===== config.mk =====
export PLATFORM = sky130hd
export DESIGN_NAME = cdu_pulse_gen
export DESIGN_NICKNAME = d
export VERILOG_FILES = /design/src/rtl/agc_cdu_pkg.sv /design/src/rtl/cdu_pace_timer.sv /design/src/rtl/cdu_pulse_gen.sv
export SDC_FILE = /design/constraint.sdc
export NUM_CORES = 1
export LEC_CHECK = 0
export CORE_MARGIN = 4
export CORE_UTILIZATION = 51
export DETAILED_ROUTE_END_ITERATION = 10
export GPL_TIMING_DRIVEN = 0
export PLACE_DENSITY_LB_ADDON = 0.2
export SYNTH_ARGS = -nofsm -noshare
export SYNTH_HDL_FRONTEND = slang
export SYNTH_HIERARCHICAL = 1
export SYNTH_SLANG_ARGS = --single-unit

===== constraint.sdc =====
create_clock -name CLOCK -period 4.4 [get_ports CLOCK]
set_input_delay 0.66 -clock CLOCK [delete_from_list [all_inputs] [get_ports CLOCK]]
set_output_delay 0.66 -clock CLOCK [all_outputs]
set_load 0.005 [all_outputs]

===== src/rtl/agc_cdu_pkg.sv =====
// agc_cdu_pkg: state encodings and saturation helper
// shared by the CDU pulse generator files.
package agc_cdu_pkg;

  typedef enum logic [1:0] {
    S_IDLE,
    S_PULSE,
    S_WAIT_ACK,
    S_GAP
  } cdu_state_e;

  // Largest magnitude a w-bit signed accumulator may hold.
  function automatic longint sat_lim(input int w);
    return (64'sd1 <<< (w - 1)) - 64'sd1;
  endfunction

endpackage


===== src/rtl/cdu_pace_timer.sv =====
// cdu_pace_timer: loadable down-counter with hold, stops at zero.
// Paces pulse width, ack gap and the optional ack timeout.
module cdu_pace_timer #(
  parameter int W = 4
) (
  input  logic         clk,
  input  logic         rst,
  input  logic         load,
  input  logic [W-1:0] load_val,
  input  logic         hold,
  output logic         zero
);

  logic [W-1:0] cnt_q, cnt_d;

  always_comb begin
    cnt_d = cnt_q;
    if (load) begin
      cnt_d = load_val;
    end else if (!hold && cnt_q != '0) begin
      cnt_d = cnt_q - 1'b1;
    end
  end

  always_ff @(posedge clk) begin
    if (rst) begin
      cnt_q <= '0;
    end else begin
      cnt_q <= cnt_d;
    end
  end

  assign zero = (cnt_q == '0);

endmodule


===== src/rtl/cdu_pulse_gen.sv =====
// cdu_pulse_gen: signed CDU deltas -> paced PCDU/MCDU pulses.
// Define CDU_TIMEOUT_EN to add the sticky ack-timeout path.
module cdu_pulse_gen
  import agc_cdu_pkg::*;
#(
  parameter int ACC_W       = 16,
  parameter int PULSE_CYC   = 2,
  parameter int GAP_CYC     = 4,
  parameter int TIMEOUT_CYC = 1024
) (
  input  logic                    CLOCK,
  input  logic                    SIM_RST,
  input  logic                    DELTA_VALID,
  output logic                    DELTA_READY,
  input  logic signed [ACC_W-1:0] DELTA,
  input  logic                    CDUSTB_n,
  output logic                    PCDU,
  output logic                    MCDU,
  output logic signed [ACC_W-1:0] PENDING,
  output logic                    BUSY,
  output logic                    TIMEOUT
);

  if (PULSE_CYC < 1 || GAP_CYC < 1 || TIMEOUT_CYC < 1)
  begin : g_bad_cfg
    $error("cdu_pulse_gen: cycle counts must be >= 1");
  end

  localparam int PG_MAX =
    (PULSE_CYC > GAP_CYC) ? PULSE_CYC : GAP_CYC;
`ifdef CDU_TIMEOUT_EN
  localparam int CNT_MAX =
    (TIMEOUT_CYC > PG_MAX) ? TIMEOUT_CYC : PG_MAX;
`else
  localparam int CNT_MAX = PG_MAX;
`endif
  localparam int CNT_W = $clog2(CNT_MAX + 1);
  localparam int SW    = ACC_W + 2;

  localparam logic signed [SW-1:0] LIM_P =
    SW'(sat_lim(ACC_W));
  localparam logic signed [SW-1:0] LIM_N = -LIM_P;

  cdu_state_e state_q, state_d;
  logic pcdu_q, pcdu_d;
  logic mcdu_q, mcdu_d;
  logic signed [ACC_W-1:0] acc_q, acc_d;
  logic signed [1:0] step;
  logic signed [SW-1:0] add_w, sum_w;
  logic accept;
  logic t_load, t_hold, t_zero;
  logic [CNT_W-1:0] t_val;
`ifdef CDU_TIMEOUT_EN
  logic to_q, to_d;
`endif

  assign DELTA_READY = !SIM_RST;
  assign accept      = DELTA_VALID && !SIM_RST;

  cdu_pace_timer #(.W(CNT_W)) u_timer (
    .clk      (CLOCK),
    .rst      (SIM_RST),
    .load     (t_load),
    .load_val (t_val),
    .hold     (t_hold),
    .zero     (t_zero)
  );

  always_comb begin
    state_d = state_q;
    pcdu_d  = pcdu_q;
    mcdu_d  = mcdu_q;
    step    = 2'sd0;
    t_load  = 1'b0;
    t_val   = '0;
    t_hold  = 1'b0;
`ifdef CDU_TIMEOUT_EN
    to_d    = to_q;
`endif
    unique case (state_q)
      S_IDLE: begin
        if (acc_q != '0) begin
          state_d = S_PULSE;
          t_load  = 1'b1;
          t_val   = CNT_W'(PULSE_CYC - 1);
          if (acc_q[ACC_W-1]) begin
            mcdu_d = 1'b1;
            step   = -2'sd1;
          end else begin
            pcdu_d = 1'b1;
            step   = 2'sd1;
          end
        end
      end
      S_PULSE: begin
        if (t_zero) begin
          state_d = S_WAIT_ACK;
          pcdu_d  = 1'b0;
          mcdu_d  = 1'b0;
`ifdef CDU_TIMEOUT_EN
          t_load  = 1'b1;
          t_val   = CNT_W'(TIMEOUT_CYC - 1);
`endif
        end
      end
      S_WAIT_ACK: begin
        if (!CDUSTB_n) begin
          state_d = S_GAP;
          t_load  = 1'b1;
          t_val   = CNT_W'(GAP_CYC - 1);
        end
`ifdef CDU_TIMEOUT_EN
        else if (t_zero) begin
          state_d = S_GAP;
          t_load  = 1'b1;
          t_val   = CNT_W'(GAP_CYC - 1);
          to_d    = 1'b1;
        end
`endif
      end
      S_GAP: begin
        // Gap only counts cycles with the ack released.
        t_hold = !CDUSTB_n;
        if (CDUSTB_n && t_zero) begin
          state_d = S_IDLE;
        end
      end
      default: state_d = S_IDLE;
    endcase

    add_w = accept ? SW'(DELTA) : '0;
    sum_w = SW'(acc_q) + add_w - SW'(step);
    if (sum_w > LIM_P) begin
      acc_d = LIM_P[ACC_W-1:0];
    end else if (sum_w < LIM_N) begin
      acc_d = LIM_N[ACC_W-1:0];
    end else begin
      acc_d = sum_w[ACC_W-1:0];
    end
  end

  always_ff @(posedge CLOCK) begin
    if (SIM_RST) begin
      state_q <= S_IDLE;
      pcdu_q  <= 1'b0;
      mcdu_q  <= 1'b0;
      acc_q   <= '0;
`ifdef CDU_TIMEOUT_EN
      to_q    <= 1'b0;
`endif
    end else begin
      state_q <= state_d;
      pcdu_q  <= pcdu_d;
      mcdu_q  <= mcdu_d;
      acc_q   <= acc_d;
`ifdef CDU_TIMEOUT_EN
      to_q    <= to_d;
`endif
    end
  end

  assign PCDU    = pcdu_q;
  assign MCDU    = mcdu_q;
  assign PENDING = acc_q;
  assign BUSY    = (state_q != S_IDLE) || (acc_q != '0);
`ifdef CDU_TIMEOUT_EN
  assign TIMEOUT = to_q;
`else
  assign TIMEOUT = 1'b0;
`endif

endmodule


==> impl_summary.md <==
Outcome
The run finished with clean final reports.

Placed design
At the end of routability-driven placement, the weighted congestion stood at 0.950. Port buffering added 39 buffers. The placed wire-length estimate after detailed placement is 5360 um.

Clocking
The hold-fix buffer count after cts is 0. For the worst-skew pair, the clock arrives at the later sink with an insertion delay of 0.27 ns. The level count of the clock H-tree is 1. Clock tree synthesis inserted a total of 3 buffers.

TritonCTS built the clock tree. The number of sinks driven by the clock tree is 23. The clock root buffer is sky130_fd_sc_hd__clkbuf_8. After clock tree synthesis, the clock-pin slew on the worst setup and hold paths is 0.09 ns.

The maximum number of buffers from clock root to sink is 2.

Timing
The worst max-slew margin expressed relative to the limit is 0.628. The maximum clock frequency is approximately 240 MHz. The number of max-slew violations in the final report is 0.

At the pin with the least slew margin, the transition time is 0.549 ns. The count of endpoints failing hold in the final timing report is 0. The minimum clock period after layout is 4.26 ns. Clock skew on the completed layout was measured at approximately 0.0038 ns.

Of the available clock period, the critical path in the final layout requires 0.967. Setup repair after global routing left no endpoint under its margin. The setup-violating endpoint count in the final report is 0. The setup TNS is 0 ns.

Synth
Measured against the total synthesized area, the mux share comes to 0.00733. The synthesized-area fraction occupied by ao, oa, aoi and oai cells came to 0.265. Of the total synthesized cell area, the portion taken by full adders, half adders and majority gates is 0.227. The portion of the post-synthesis area used by sequential elements is 0.168. The count of state elements after synthesis is 23. In the synthesized netlist the dominant register cell turns out to be sky130_fd_sc_hd__dfxtp_1. The cell count after synthesis is 330. Dividing the synthesized area by the synthesized cell count gives roughly 8.3 um2. The area share of xor/xnor cells in the synthesized design is 0.0284. The area share of and/or/nand/nor cells after synthesis is 0.207. The synthesized netlist occupies a cell area of about 0.0027 mm2. By area, the combinational part of the netlist is dominated by compound AO/OA/AOI/OAI gates.

The number of distinct standard cells referenced by the synthesized netlist is 73. The Yosys step of the flow raised 6 warnings. The number of enable-type register cells in the synthesized netlist is 0. The proportion of register bits with asynchronous set or reset after synthesis is 0.

Worst setup path
STA classifies the critical path startpoint as an input pin. For the worst setup path, the data required time is 4.59 ns. The most critical setup path has its startpoint at DELTA_VALID. At the worst endpoint, the arrival time is between 4 and 5 ns. The number of cells on the worst reg-to-reg path is 16. In this run the critical register-to-register path is captured at PENDING[9]. The worst reg-to-reg setup slack is 0.21 ns. The worst setup path is captured at a flop. The startpoint of the lowest-slack register-to-register path is state_q[0]. The worst setup path is of the in2reg kind. Along the worst path, the maximum fanout reaches 10.

Route
The topmost layer with routed signal wires is met4. For this block, the routed nets add up to a little under 7000 um of wire. The post-route met1 wirelength is about 3300 um. After detailed routing, the number of vias per cell comes to 5.58. After detailed routing, the met2 layer carries 3250 um of wire. The first detailed-routing pass ran for 5 iterations. The initial detailed-routing violation count is 119. The met3 routed wirelength is 217 um. In this run the remaining antenna-violating nets after routing total 0. Detailed routing inserted a total of 2500 vias. Dividing the detail-routed wire length by the instance count gives 15.4 um. The DRC violation count after routing is 0.

Global routing
The total overflow left after global routing is 0. The first global-routing pass estimated 11500 um of wire. The initial antenna violation count is 0. The global-route usage over all layers is 0.222. The pin count of the biggest net entering global routing is 13. The number of global-route vias before repair is 2501.

Layout
Compared with the post-synthesis result, the final layout area differs by 25.3%. The library cell used most frequently in the layout, excluding fill and tap cells, is sky130_fd_sc_hd__inv_1. Of the cells placed in the final design, the portion with a size suffix greater than 1 is 0.146.

The library cells used most frequently in the layout, excluding fill and tap cells, are sky130_fd_sc_hd__inv_1 (50), sky130_fd_sc_hd__clkdlybuf4s50_1 (38), sky130_fd_sc_hd__nand2_1 (29). The number of antenna cells inserted is 0. The total number of nets in the final design is 439.

Die
The die height is slightly above 80 um. For this configuration, the core starts out at a cell density of 0.532. For this design the top-level I/O count stands at 41. The area of the placeable core is slightly above 0.005 mm2. The floorplan die area is 0.00659 mm2. The floorplan has 26 rows. In this run the horizontal extent of the chip is 81.2 um.

Min path
The class of the most critical hold timing path is reg2reg. The worst hold path was traced through 2 stages. The worst hold path begins at MCDU. The endpoint of the worst hold-timing path is MCDU.

Job
The max-capacitance violation count is 0.
## metal layers
| layer | global-route usage | up-vias |
|---|---|---|
| met5 | 0 | - |
| met4 | 0.0524 | 0 |
| met3 | 0.0188 | 8 |
| met2 | 0.378 | 60 |
| met1 | 0.303 | 1182 |
| li1 | - | 1250 |
## critical path, stage by stage
cell                              delay, ns
sky130_fd_sc_hd__clkdlybuf4s50_1       0.47
sky130_fd_sc_hd__nor2b_4               0.20
sky130_fd_sc_hd__clkbuf_8              0.20
sky130_fd_sc_hd__nand2_1               0.08
sky130_fd_sc_hd__fa_1                  0.48
sky130_fd_sc_hd__inv_1                 0.04
sky130_fd_sc_hd__ha_1                  0.36
sky130_fd_sc_hd__o21ai_1               0.19
sky130_fd_sc_hd__o21ai_2               0.13
sky130_fd_sc_hd__a211oi_4              0.33
sky130_fd_sc_hd__nor2_1                0.13
sky130_fd_sc_hd__or4b_1                0.57
sky130_fd_sc_hd__a2bb2oi_4             0.20
sky130_fd_sc_hd__buf_6                 0.16
sky130_fd_sc_hd__o31ai_4               0.23
## timing repair
action | CTS | global route
endpoints found under the setup margin | 16 | 14
pin swaps | 2 | 2
hold endpoints to repair | 0 | 0
setup buffers | 4 | 0
resized for setup | 18 | 8
## worst max path at each step
stage | endpoint | cells past startpoint
after global routing | PENDING[9] | 16
after floorplan | PENDING[9] | 15
after detailed placement | PENDING[0] | 15
after global placement | PENDING[0] | 15
final | PENDING[9] | 15
after CTS | PENDING[9] | 16
## state kept, by name, indices dropped and copies added (netlist names)
signal / cells
PENDING: 16
u_timer/cnt_q: 3
state_q: 2
MCDU: 1
PCDU: 1
## metrics by stage
step | setup WS, ns | utilization | hold WS (ns) | instances | cell area, um2
global route | 0.0576 | 0.666 | 0.518 | 448 | 3420
global placement | -1.39 | 0.625 | 0.466 | 440 | 3210
floorplan | 0.315 | - | 0.463 | 331 | 2740
finish | 0.145 | 0.666 | 0.483 | 448 | 3420
CTS | 0.0000684 | 0.656 | 0.487 | 448 | 3370
detailed placement | -1.38 | 0.625 | 0.470 | 440 | 3210
## layout make-up
type,instances,area (um2)
buffer,9,80.1
timing repair buffer,43,435
sequential,23,460
clock buffer,4,45.0
fill,456,1720
inverter,51,195
tap,70,87.6
multi-input combinational,248,2120
## synth_stat cells, drive strengths merged, types with 3 or more instances
library cell	count	share of area
o31ai	5	0.019
nand3b	3	0.0082
a211oi	5	0.020
nor2b	8	0.018
and2	7	0.016
a21oi	20	0.037
or2	3	0.0078
fa	16	0.12
a2bb2oi	3	0.012
o21ai	20	0.046
xnor2	3	0.012
buf	8	0.024
nand3	3	0.0073
nor3	6	0.015
o211ai	3	0.0082
a21o	7	0.019
dfxtp	23	0.17
or3	3	0.0073
o21a	5	0.014
nand2	31	0.045
xor2	5	0.016
ha	24	0.11
o2111ai	3	0.012
nand4	4	0.011
nor4	5	0.011
inv	51	0.070
and3	3	0.0069
nor2	17	0.023
## kinds of logic after synthesis
group / count (synthesis)
mux: 2
flops: 23
compound gates: 94
buf+inv: 60
simple gates: 102
other cells: 1
xor+xnor: 8
fa+ha+maj: 40
Power is left out: the tool's default activity adds up to more than one toggle a clock period on the data nets, which glitch-free logic cannot reach.
